$ cat config.mk
export PLATFORM = sky130hd
export DESIGN_NAME = cv32e40p_apu_arbiter
export DESIGN_NICKNAME = d
export VERILOG_FILES = /design/src/rtl/cv32e40p_apu_core_pkg.sv /design/src/rtl/cv32e40p_apu_arb_pkg.sv /design/src/rtl/cv32e40p_apu_id_fifo.sv /design/src/rtl/cv32e40p_apu_arbiter.sv
export SDC_FILE = /design/constraint.sdc
export NUM_CORES = 1
export LEC_CHECK = 0
export BUFFER_PORTS_ARGS = -buffer_cell sky130_fd_sc_hd__buf_2
export CORE_AREA = 4 4 264 266
export CTS_CLUSTER_SIZE = 14
export DETAILED_ROUTE_END_ITERATION = 10
export DIE_AREA = 0 0 268 270
export PLACE_DENSITY_LB_ADDON = 0.2
export SLEW_MARGIN = 20
export SYNTH_ARGS = -nofsm -noshare
export SYNTH_HDL_FRONTEND = slang
export SYNTH_SLANG_ARGS = --single-unit
$ cat constraint.sdc
create_clock -name clk_i -period 5.8 [get_ports clk_i]
set_input_delay 0.87 -clock clk_i [delete_from_list [all_inputs] [get_ports clk_i]]
set_output_delay 0.87 -clock clk_i [all_outputs]
set_load 0.01 [all_outputs]
$ cat src/rtl/cv32e40p_apu_core_pkg.sv
// APU interface widths shared by every cv32e40p core and the cluster FPU.
package cv32e40p_apu_core_pkg;
  localparam int APU_NARGS_CPU    = 3;
  localparam int APU_WOP_CPU      = 6;
  localparam int APU_NDSFLAGS_CPU = 15;
  localparam int APU_NUSFLAGS_CPU = 5;
endpackage

$ cat src/rtl/cv32e40p_apu_arb_pkg.sv
// Types and the round-robin pick function used by the shared-APU arbiter.
package cv32e40p_apu_arb_pkg;
  import cv32e40p_apu_core_pkg::*;

  localparam int MAX_CORES = 16;
  localparam int MAX_ID_W  = 4;

  typedef struct packed {
    logic [APU_NARGS_CPU-1:0][31:0]  operands;
    logic [APU_WOP_CPU-1:0]          op;
    logic [APU_NDSFLAGS_CPU-1:0]     flags;
  } apu_req_payload_t;

  typedef enum logic {
    LOCK_IDLE = 1'b0,
    LOCK_HELD = 1'b1
  } lock_state_e;

  // First requester at or after ptr, wrapping at num; returns ptr when nobody requests.
  function automatic int rr_pick(input logic [MAX_CORES-1:0] req,
                                 input logic [MAX_ID_W-1:0]  ptr,
                                 input int                   num);
    int win;
    int idx;
    win = int'(ptr);
    for (int k = MAX_CORES - 1; k >= 0; k--) begin
      if (k < num) begin
        idx = (int'(ptr) + k) % num;
        if (req[idx[MAX_ID_W-1:0]]) win = idx;
      end
    end
    return win;
  endfunction
endpackage

$ cat src/rtl/cv32e40p_apu_id_fifo.sv
// In-order FIFO of core indices for operations issued to the shared APU.
module cv32e40p_apu_id_fifo #(
  parameter  int DEPTH = 4,
  parameter  int W     = 2,
  localparam int PW    = $clog2(DEPTH),
  localparam int CW    = PW + 1
) (
  input  logic          clk_i,
  input  logic          rst_i,
  input  logic          push,
  input  logic [W-1:0]  data,
  input  logic          pop,
  output logic          full,
  output logic          empty,
  output logic [CW-1:0] count,
  output logic [W-1:0]  head
);
  logic [W-1:0]  mem [DEPTH];
  logic [PW-1:0] wr_ptr;
  logic [PW-1:0] rd_ptr;
  logic          do_push;
  logic          do_pop;

  assign full    = (count == CW'(DEPTH));
  assign empty   = (count == '0);
  assign do_push = push && !full;
  assign do_pop  = pop && !empty;
  assign head    = mem[rd_ptr];

  always_ff @(posedge clk_i) begin
    if (do_push) mem[wr_ptr] <= data;
  end

  always_ff @(posedge clk_i) begin
    if (rst_i) begin
      wr_ptr <= '0;
      rd_ptr <= '0;
      count  <= '0;
    end else begin
      if (do_push) wr_ptr <= wr_ptr + 1'b1;
      if (do_pop)  rd_ptr <= rd_ptr + 1'b1;
      case ({do_push, do_pop})
        2'b10:   count <= count + 1'b1;
        2'b01:   count <= count - 1'b1;
        default: count <= count;
      endcase
    end
  end
endmodule

$ cat src/rtl/cv32e40p_apu_arbiter.sv
// Round-robin arbiter sharing one APU/FPU between cv32e40p cores; responses
// are steered back in issue order through an ID FIFO.
module cv32e40p_apu_arbiter
  import cv32e40p_apu_core_pkg::*;
  import cv32e40p_apu_arb_pkg::*;
#(
  parameter int NUM_CORES     = 4,
  parameter int ID_FIFO_DEPTH = 4,
  parameter int ID_W          = $clog2(NUM_CORES)
) (
  input  logic                                           clk_i,
  input  logic                                           rst_i,
  input  logic [NUM_CORES-1:0]                           core_apu_req_i,
  output logic [NUM_CORES-1:0]                           core_apu_gnt_o,
  input  logic [NUM_CORES-1:0][APU_NARGS_CPU-1:0][31:0]  core_apu_operands_i,
  input  logic [NUM_CORES-1:0][APU_WOP_CPU-1:0]          core_apu_op_i,
  input  logic [NUM_CORES-1:0][APU_NDSFLAGS_CPU-1:0]     core_apu_flags_i,
  output logic [NUM_CORES-1:0]                           core_apu_rvalid_o,
  output logic [31:0]                                    core_apu_result_o,
  output logic [APU_NUSFLAGS_CPU-1:0]                    core_apu_flags_o,
  output logic                                           apu_req_o,
  input  logic                                           apu_gnt_i,
  output logic [APU_NARGS_CPU-1:0][31:0]                 apu_operands_o,
  output logic [APU_WOP_CPU-1:0]                         apu_op_o,
  output logic [APU_NDSFLAGS_CPU-1:0]                    apu_flags_o,
  input  logic                                           apu_rvalid_i,
  input  logic [31:0]                                    apu_result_i,
  input  logic [APU_NUSFLAGS_CPU-1:0]                    apu_flags_i,
  output logic [$clog2(ID_FIFO_DEPTH):0]                 outstanding_o,
  output logic                                           err_o
);
  // Handshakes: a core holds req and payload until it sees gnt; a transfer
  // happens in the cycle where apu_req_o and apu_gnt_i are both high, and
  // core_apu_gnt_o mirrors that cycle for the selected core only.

  typedef struct packed {
    lock_state_e     lock_st;
    logic [ID_W-1:0] lock_idx;
    logic [ID_W-1:0] rr_ptr;
  } arb_state_t;

  arb_state_t           st_q;
  logic [MAX_CORES-1:0] req_ext;
  logic [ID_W-1:0]      winner;
  logic [ID_W-1:0]      head_id;
  logic                 locked;
  logic                 sel_valid;
  logic                 fifo_full;
  logic                 fifo_empty;
  logic                 handshake;
  logic                 pop;
  logic                 lock_violation;
  logic                 spurious_rvalid;
  apu_req_payload_t     payload;

  always_comb begin
    req_ext                 = '0;
    req_ext[NUM_CORES-1:0]  = core_apu_req_i;
  end

  assign locked    = (st_q.lock_st == LOCK_HELD);
  assign winner    = locked ? st_q.lock_idx
                            : ID_W'(rr_pick(req_ext, MAX_ID_W'(st_q.rr_ptr), NUM_CORES));
  assign sel_valid = locked || (|core_apu_req_i);
  // Full blocks issue outright, so a same-cycle rvalid never feeds back into req.
  assign apu_req_o = sel_valid && !fifo_full;
  assign handshake = apu_req_o && apu_gnt_i;
  assign pop       = apu_rvalid_i && !fifo_empty;

  assign spurious_rvalid = apu_rvalid_i && fifo_empty;
  assign lock_violation  = locked && !core_apu_req_i[st_q.lock_idx];

  always_comb begin
    payload = '0;
    if (sel_valid) begin
      payload.operands = core_apu_operands_i[winner];
      payload.op       = core_apu_op_i[winner];
      payload.flags    = core_apu_flags_i[winner];
    end
  end

  assign apu_operands_o = payload.operands;
  assign apu_op_o       = payload.op;
  assign apu_flags_o    = payload.flags;

  always_comb begin
    core_apu_gnt_o         = '0;
    core_apu_gnt_o[winner] = handshake;
  end

  always_comb begin
    core_apu_rvalid_o          = '0;
    core_apu_rvalid_o[head_id] = pop;
  end

  assign core_apu_result_o = apu_result_i;
  assign core_apu_flags_o  = apu_flags_i;

  always_ff @(posedge clk_i) begin
    if (rst_i) begin
      st_q.lock_st  <= LOCK_IDLE;
      st_q.lock_idx <= '0;
      st_q.rr_ptr   <= '0;
      err_o         <= 1'b0;
    end else begin
      if (handshake) begin
        st_q.rr_ptr <= (winner == ID_W'(NUM_CORES - 1)) ? '0 : winner + 1'b1;
      end
      case (st_q.lock_st)
        LOCK_IDLE: begin
          if (apu_req_o && !apu_gnt_i) begin
            st_q.lock_st  <= LOCK_HELD;
            st_q.lock_idx <= winner;
          end
        end
        LOCK_HELD: begin
          if (apu_gnt_i) st_q.lock_st <= LOCK_IDLE;
        end
        default: st_q.lock_st <= LOCK_IDLE;
      endcase
      if (spurious_rvalid || lock_violation) err_o <= 1'b1;
    end
  end

  cv32e40p_apu_id_fifo #(
    .DEPTH (ID_FIFO_DEPTH),
    .W     (ID_W)
  ) u_id_fifo (
    .clk_i (clk_i),
    .rst_i (rst_i),
    .push  (handshake),
    .data  (winner),
    .pop   (pop),
    .full  (fifo_full),
    .empty (fifo_empty),
    .count (outstanding_o),
    .head  (head_id)
  );
endmodule

Word level (Yosys, flattened, before mapping) --
Memory sizes are Yosys's and may differ from the RTL's. A register that Yosys moved wholly into a read port is not among the register bits. Index checks and enable logic that the tools add are counted.
Word-level totals: flip-flop bits (word level) 13, RAM bits 8, input bits 513, output and inout port bits 167, word-level logic and storage cells 93, memories 1
Operators by class: $add $sub $neg 8, $lt $le $gt $ge 9, eq/ne operators 4, mux-type cells 35, bitwise operators 6, reductions and logical operators 23
Memory list:
- u_id_fifo.mem | words 4, bits a word 2, rd ports 1, clocked after Yosys merged registers in 1, wr ports 1, line cv32e40p_apu_id_fifo.sv:18 | logic [W-1:0] mem [DEPTH];
Operators by type and width (number):
- $bmux 96 s2 | 1
- $mux 117 | 1
- $mux 96 | 1
- $bmux 15 s2 | 1
- $mux 2 | 8
- $lt 4x5->1 const B | 3
- $mux 15 | 1
- $bmux 6 s2 | 1
- $logic_and 1x1->1 | 10
- $mux 1 | 10
- $bmux 1 s3 | 3
- $lt 2x3->1 const B | 3
- $add 2x1->2 const B | 4
- $and 4x4->4 | 2
- $mux 6 | 1
- $pmux 3 s2 | 1
- $reduce_or 2->1 | 3
- $lt 2x5->1 const B | 1
- $add 2x2->2 const B | 2
- $bmux 1 s2 | 2
- $demux 1 s2 | 2
- $eq 2x2->1 const B | 2
- $ge 2x1->1 const B | 2
- $logic_not 1->1 | 4
- 13 further kinds | 16

Longest topological paths before layout --
depth after elaboration 15, depth in mapped cells 11, gate-level depth less buffers 10

Cells and area by module --
A second synthesis with hierarchy kept.
Second synthesis, totals: cell total of the unflattened synthesis 732, area total of the unflattened synthesis 5361.4 um^2
By module, submodules not included:
- cv32e40p_apu_arbiter | instances 1, cells an instance 668, area an instance 4600.7 um^2, sequential area each 120.1 um^2
- cv32e40p_apu_id_fifo | instances 1, cells an instance 64, area an instance 760.7 um^2, sequential area each 420.4 um^2

Worst setup path before layout --
OpenSTA, ideal clock, no wires.
kind input to register, from input core_apu_req_i[2], to register u_id_fifo.count[2], library setup time 70 ps, data arrival time 3207 ps, required time 5730 ps, setup slack 2523 ps, stages on the path 11, path buffers 1, cells stage by stage or4_1 > or2_1 > and3_1 > buf_2 > inv_2 > ha_1 > inv_1 > fa_1 > xor2_1 > or3_1 > a21oi_1
On the way: cells in the longest elaborated chain, start to end 7, elaborated cells between the ends (all ways) 9, those cells by class eq/ne (2); mux (1); reduce/logical (6)
RTL lines:
- start: declaration | line cv32e40p_apu_arbiter.sv:13 | input logic [NUM_CORES-1:0] core_apu_req_i,
- $reduce_or 4->1 * | line cv32e40p_apu_arbiter.sv:64 | assign sel_valid = locked || (|core_apu_req_i);
- $logic_or 1x1->1 * | line cv32e40p_apu_arbiter.sv:64
- $logic_and 1x1->1 * | line cv32e40p_apu_arbiter.sv:66 | assign apu_req_o = sel_valid && !fifo_full;
- $logic_and 1x1->1 * | line cv32e40p_apu_arbiter.sv:67 | assign handshake = apu_req_o && apu_gnt_i;
- $logic_and 1x1->1 * | line cv32e40p_apu_id_fifo.sv:26 | assign do_push = push && !full;
- $eq 2x1->1 / $eq 2x2->1 (equally long branches) | line cv32e40p_apu_id_fifo.sv:42 | case ({do_push, do_pop})
- $pmux 3 s2 / $reduce_bool 2->1 (equally long branches)
- end signal: assignment | line cv32e40p_apu_id_fifo.sv:43 | 2'b10: count <= count + 1'b1;
- end signal: assignment | line cv32e40p_apu_id_fifo.sv:44 | 2'b01: count <= count - 1'b1;
- end signal: assignment | line cv32e40p_apu_id_fifo.sv:45 | default: count <= count;
- end: declaration | line cv32e40p_apu_id_fifo.sv:15 | output logic [CW-1:0] count,
Every way passes the cells marked *; elsewhere a longest branch is shown, timed or not. A chain may end at the register's enable or synchronous reset.

==> impl_metrics.json <==
{
  "status": "complete, no violations",
  "min_path_type": "flip-flop to flip-flop",
  "fillers": 7808,
  "fin_crit_ps": 3999,
  "grt_pass1_wl_mm": 44.04,
  "power.density_nw_per_um2": 235.3,
  "cts_inserted_buffers": 3,
  "skew_ps": 8.315,
  "power.leakage_uw": 0.004152,
  "synth_nets": 1083,
  "syn_inst": 562,
  "grt_pass1_vias": 6871,
  "drive_above_1_share": 0.5778,
  "slew_viol_final": 0,
  "synth_area_leaders": "mux2i_1 49%, o22ai_1 15%, buf_4 7.8%",
  "gp_congestion": 0.9212,
  "clk_pin_slew_ps": 70,
  "antenna_left": 0,
  "finalHoldViolations": 0,
  "use_met3": 0.01731,
  "criticalPathCategory": "input pin to primary output",
  "ys_top_cells_by_count": "238 x mux2i_1, 117 x o22ai_1, 51 x buf_4, 16 x nor2_1",
  "avgSynthCellArea_sq_um": 8.721,
  "post_dp_cell_area_sq_um": 8625,
  "worstPathRequired_ps": 4930,
  "dp_slack_ps": 1649,
  "netlist_area_sq_um": 4901,
  "clock-sinks": 23,
  "io_buffers": 605,
  "gr-usage-met2": 0.1519,
  "r2r_slack_ps": 3130,
  "design_area_sq_um": 8715,
  "rr_endpoint": "u_id_fifo.count[2]",
  "utilization": 0.1300,
  "path_max_fanout": 63,
  "max_freq_ghz": 0.2501,
  "viasPerCell": 3.334,
  "yosys_warnings": 0,
  "rows": 95,
  "holdPathStages": 2,
  "yosysMostFrequentCell": "mux2i_1",
  "netlist.top_cell.by_area": "mux2i_1",
  "worstSetupEndpointType": "primary output",
  "combPwrFrac": 0.806,
  "start_util": 0.07311,
  "yosysSeqAreaShare": 0.1103,
  "min_to": "err_o",
  "setup_viol": 0,
  "timing.final.crit_share": 0.6894,
  "reg2reg_from": "u_id_fifo.count[2]",
  "ys_ff_latch": 23,
  "io_pins": 680,
  "pwr-share-clk": 0.076,
  "switching_share": 0.4800,
  "cts_tree": "done",
  "intPower_uw": 1066,
  "grt_max_degree": 103,
  "startpoint_type": "input pin",
  "first_pass_iters": 4,
  "route.detailed.drc": 0,
  "die_h_um": 270,
  "antenna_found_initial": 4,
  "top_usage_layer": "met2",
  "r2r_cells": 9,
  "wire_per_inst_um": 16.00,
  "switching_power_uw": 984.4,
  "met1_usage": 0.08420,
  "synth_top_area_share": 0.4861,
  "finalSetupTns_ps": 0,
  "dieWidth_um": 268,
  "post_cts_buffers": 0,
  "area_growth_pct": 77.81,
  "final_nets": 1614,
  "ir_worst_vdd_uv": 115.8,
  "clockBufferDepth": 2,
  "clock_latency_ps": 260,
  "worstMarginPinSlew_ps": 921.3,
  "worstPathArrival_ps": 3130,
  "worst_hold_slack_ps": 518.1,
  "maxCapViolations": 0,
  "grt_overflow_total": 0,
  "hold_start": "err_o",
  "die-area_sq_um": 72360,
  "core_area_sq_um": 67040,
  "timing.final.ws_setup_ps": 1801,
  "dr.first_iter.drc_count": 230,
  "ctsHtreeMaxLevel": 1,
  "cts_resized": 0,
  "drt_wl_total_mm": 31.49,
  "async_flop_share": 0,
  "ctsHoldBuffers": 0,
  "rsz0062_at_grt": "no",
  "synth_edf_count": 8,
  "hpwl_mm": 27.55,
  "vias": 6561,
  "ctsRootBufferMaster": "clkbuf_16",
  "synthFlopType": "dfxtp_1",
  "grtUsageTotal": 0.07846,
  "maxSlewHeadroom": 0.3858,
  "ys_types": 41,
  "seqPwrFrac": 0.117
}
[per-layer routing]
| metal | wire length, um | part of all wire |
|---|---|---|
| met1 | 11250 | 0.36 |
| met2 | 16580 | 0.53 |
| met3 | 2493 | 0.079 |
| met4 | 1170 | 0.037 |
| met5 | 0 | 0 |
[through the flow]
| stage | cells | total power (uW) |
|---|---|---|
| floorplan | 562 | 1309 |
| finish | 1968 | 2051 |
| global route | 1967 | 2220 |
| detailed placement | 1961 | 1921 |
| CTS | 1965 | 2084 |
| global placement | 1961 | 1921 |
[power by group through the flow]
stage | registers [uW] | clock network (uW) | logic [uW]
2_1_floorplan | 236 | 0 | 1070
3_3_place_gp | 244 | 0 | 1680
3_5_place_dp | 245 | 0 | 1680
4_1_cts | 241 | 162 | 1680
5_1_grt | 248 | 167 | 1800
6_report | 241 | 156 | 1650
[layout make-up]
class,count,area [sq um],share of cell area
Multi-Input combinational cell,438,3761,0.4316
Timing Repair Buffer,617,3193,0.3664
Tap cell,873,1092,0.1253
Sequential cell,23,540.5,0.06202
Clock buffer,3,75.07,0.008614
Inverter,10,37.54,0.004307
Clock inverter,1,7.507,0.0008614
Antenna cell,3,7.507,0.0008614
[worst max-delay path, stage by stage]
cell and delay (ps):
buf_2 130, nor2_1 100, a211oi_1 140, o41ai_4 510, buf_12 300, buf_12 400, mux2i_1 280, o22ai_1 110
buf_2 160
[state kept, by name, summed over array words and instances (netlist names), named ones only]
name              cells
u_id_fifo.rd_ptr      2
u_id_fifo.count       3
u_id_fifo.mem         8
u_id_fifo.wr_ptr      2
st_q                  4
locked                1
err_o                 1
[cells by family after synthesis]
| logic type | count (synthesis) | synth area share |
|---|---|---|
| muxes | 241 | 0.4999 |
| AOI/OAI and AO/OA | 135 | 0.1785 |
| buffers and inverters | 101 | 0.1287 |
| and+or+nand+nor | 49 | 0.05182 |
| DFF | 23 | 0.1103 |
| adders and majority gates | 8 | 0.02195 |
| xor gates and xnor gates | 5 | 0.008937 |
[worst max path at each step]
| stage | startpoint | depth (start not counted) | slack, ps | to |
|---|---|---|---|---|
| final | core_apu_req_i[2] | 9 | 1800 | apu_operands_o[62] |
| after global routing | core_apu_req_i[2] | 8 | 1550 | apu_operands_o[78] |
| after CTS | core_apu_req_i[0] | 8 | 1640 | apu_operands_o[78] |
| after detailed placement | core_apu_req_i[0] | 8 | 1650 | apu_operands_o[78] |
| after global placement | core_apu_req_i[0] | 8 | 1700 | apu_operands_o[78] |
| after floorplan | core_apu_req_i[2] | 11 | 2520 | u_id_fifo.count[2] |
[layout by cell type, fill, tap and decap left out, types with 2 or more instances in the layout]
master,instances
a21oi_1,7
and2_1,7
and3_1,2
buf_12,6
buf_2,605
buf_4,6
clkbuf_16,3
dfxtp_1,15
diode_2,3
edfxtp_1,8
ha_1,7
inv_1,9
mux2i_1,238
mux4_2,3
nand2_1,6
nand2b_1,4
nor2_1,16
nor2b_1,2
nor3_1,5
o21ai_0,2
o22ai_1,117
or2_1,2
xnor2_1,2
xor2_1,3
Power figures use the tool's default switching activity.
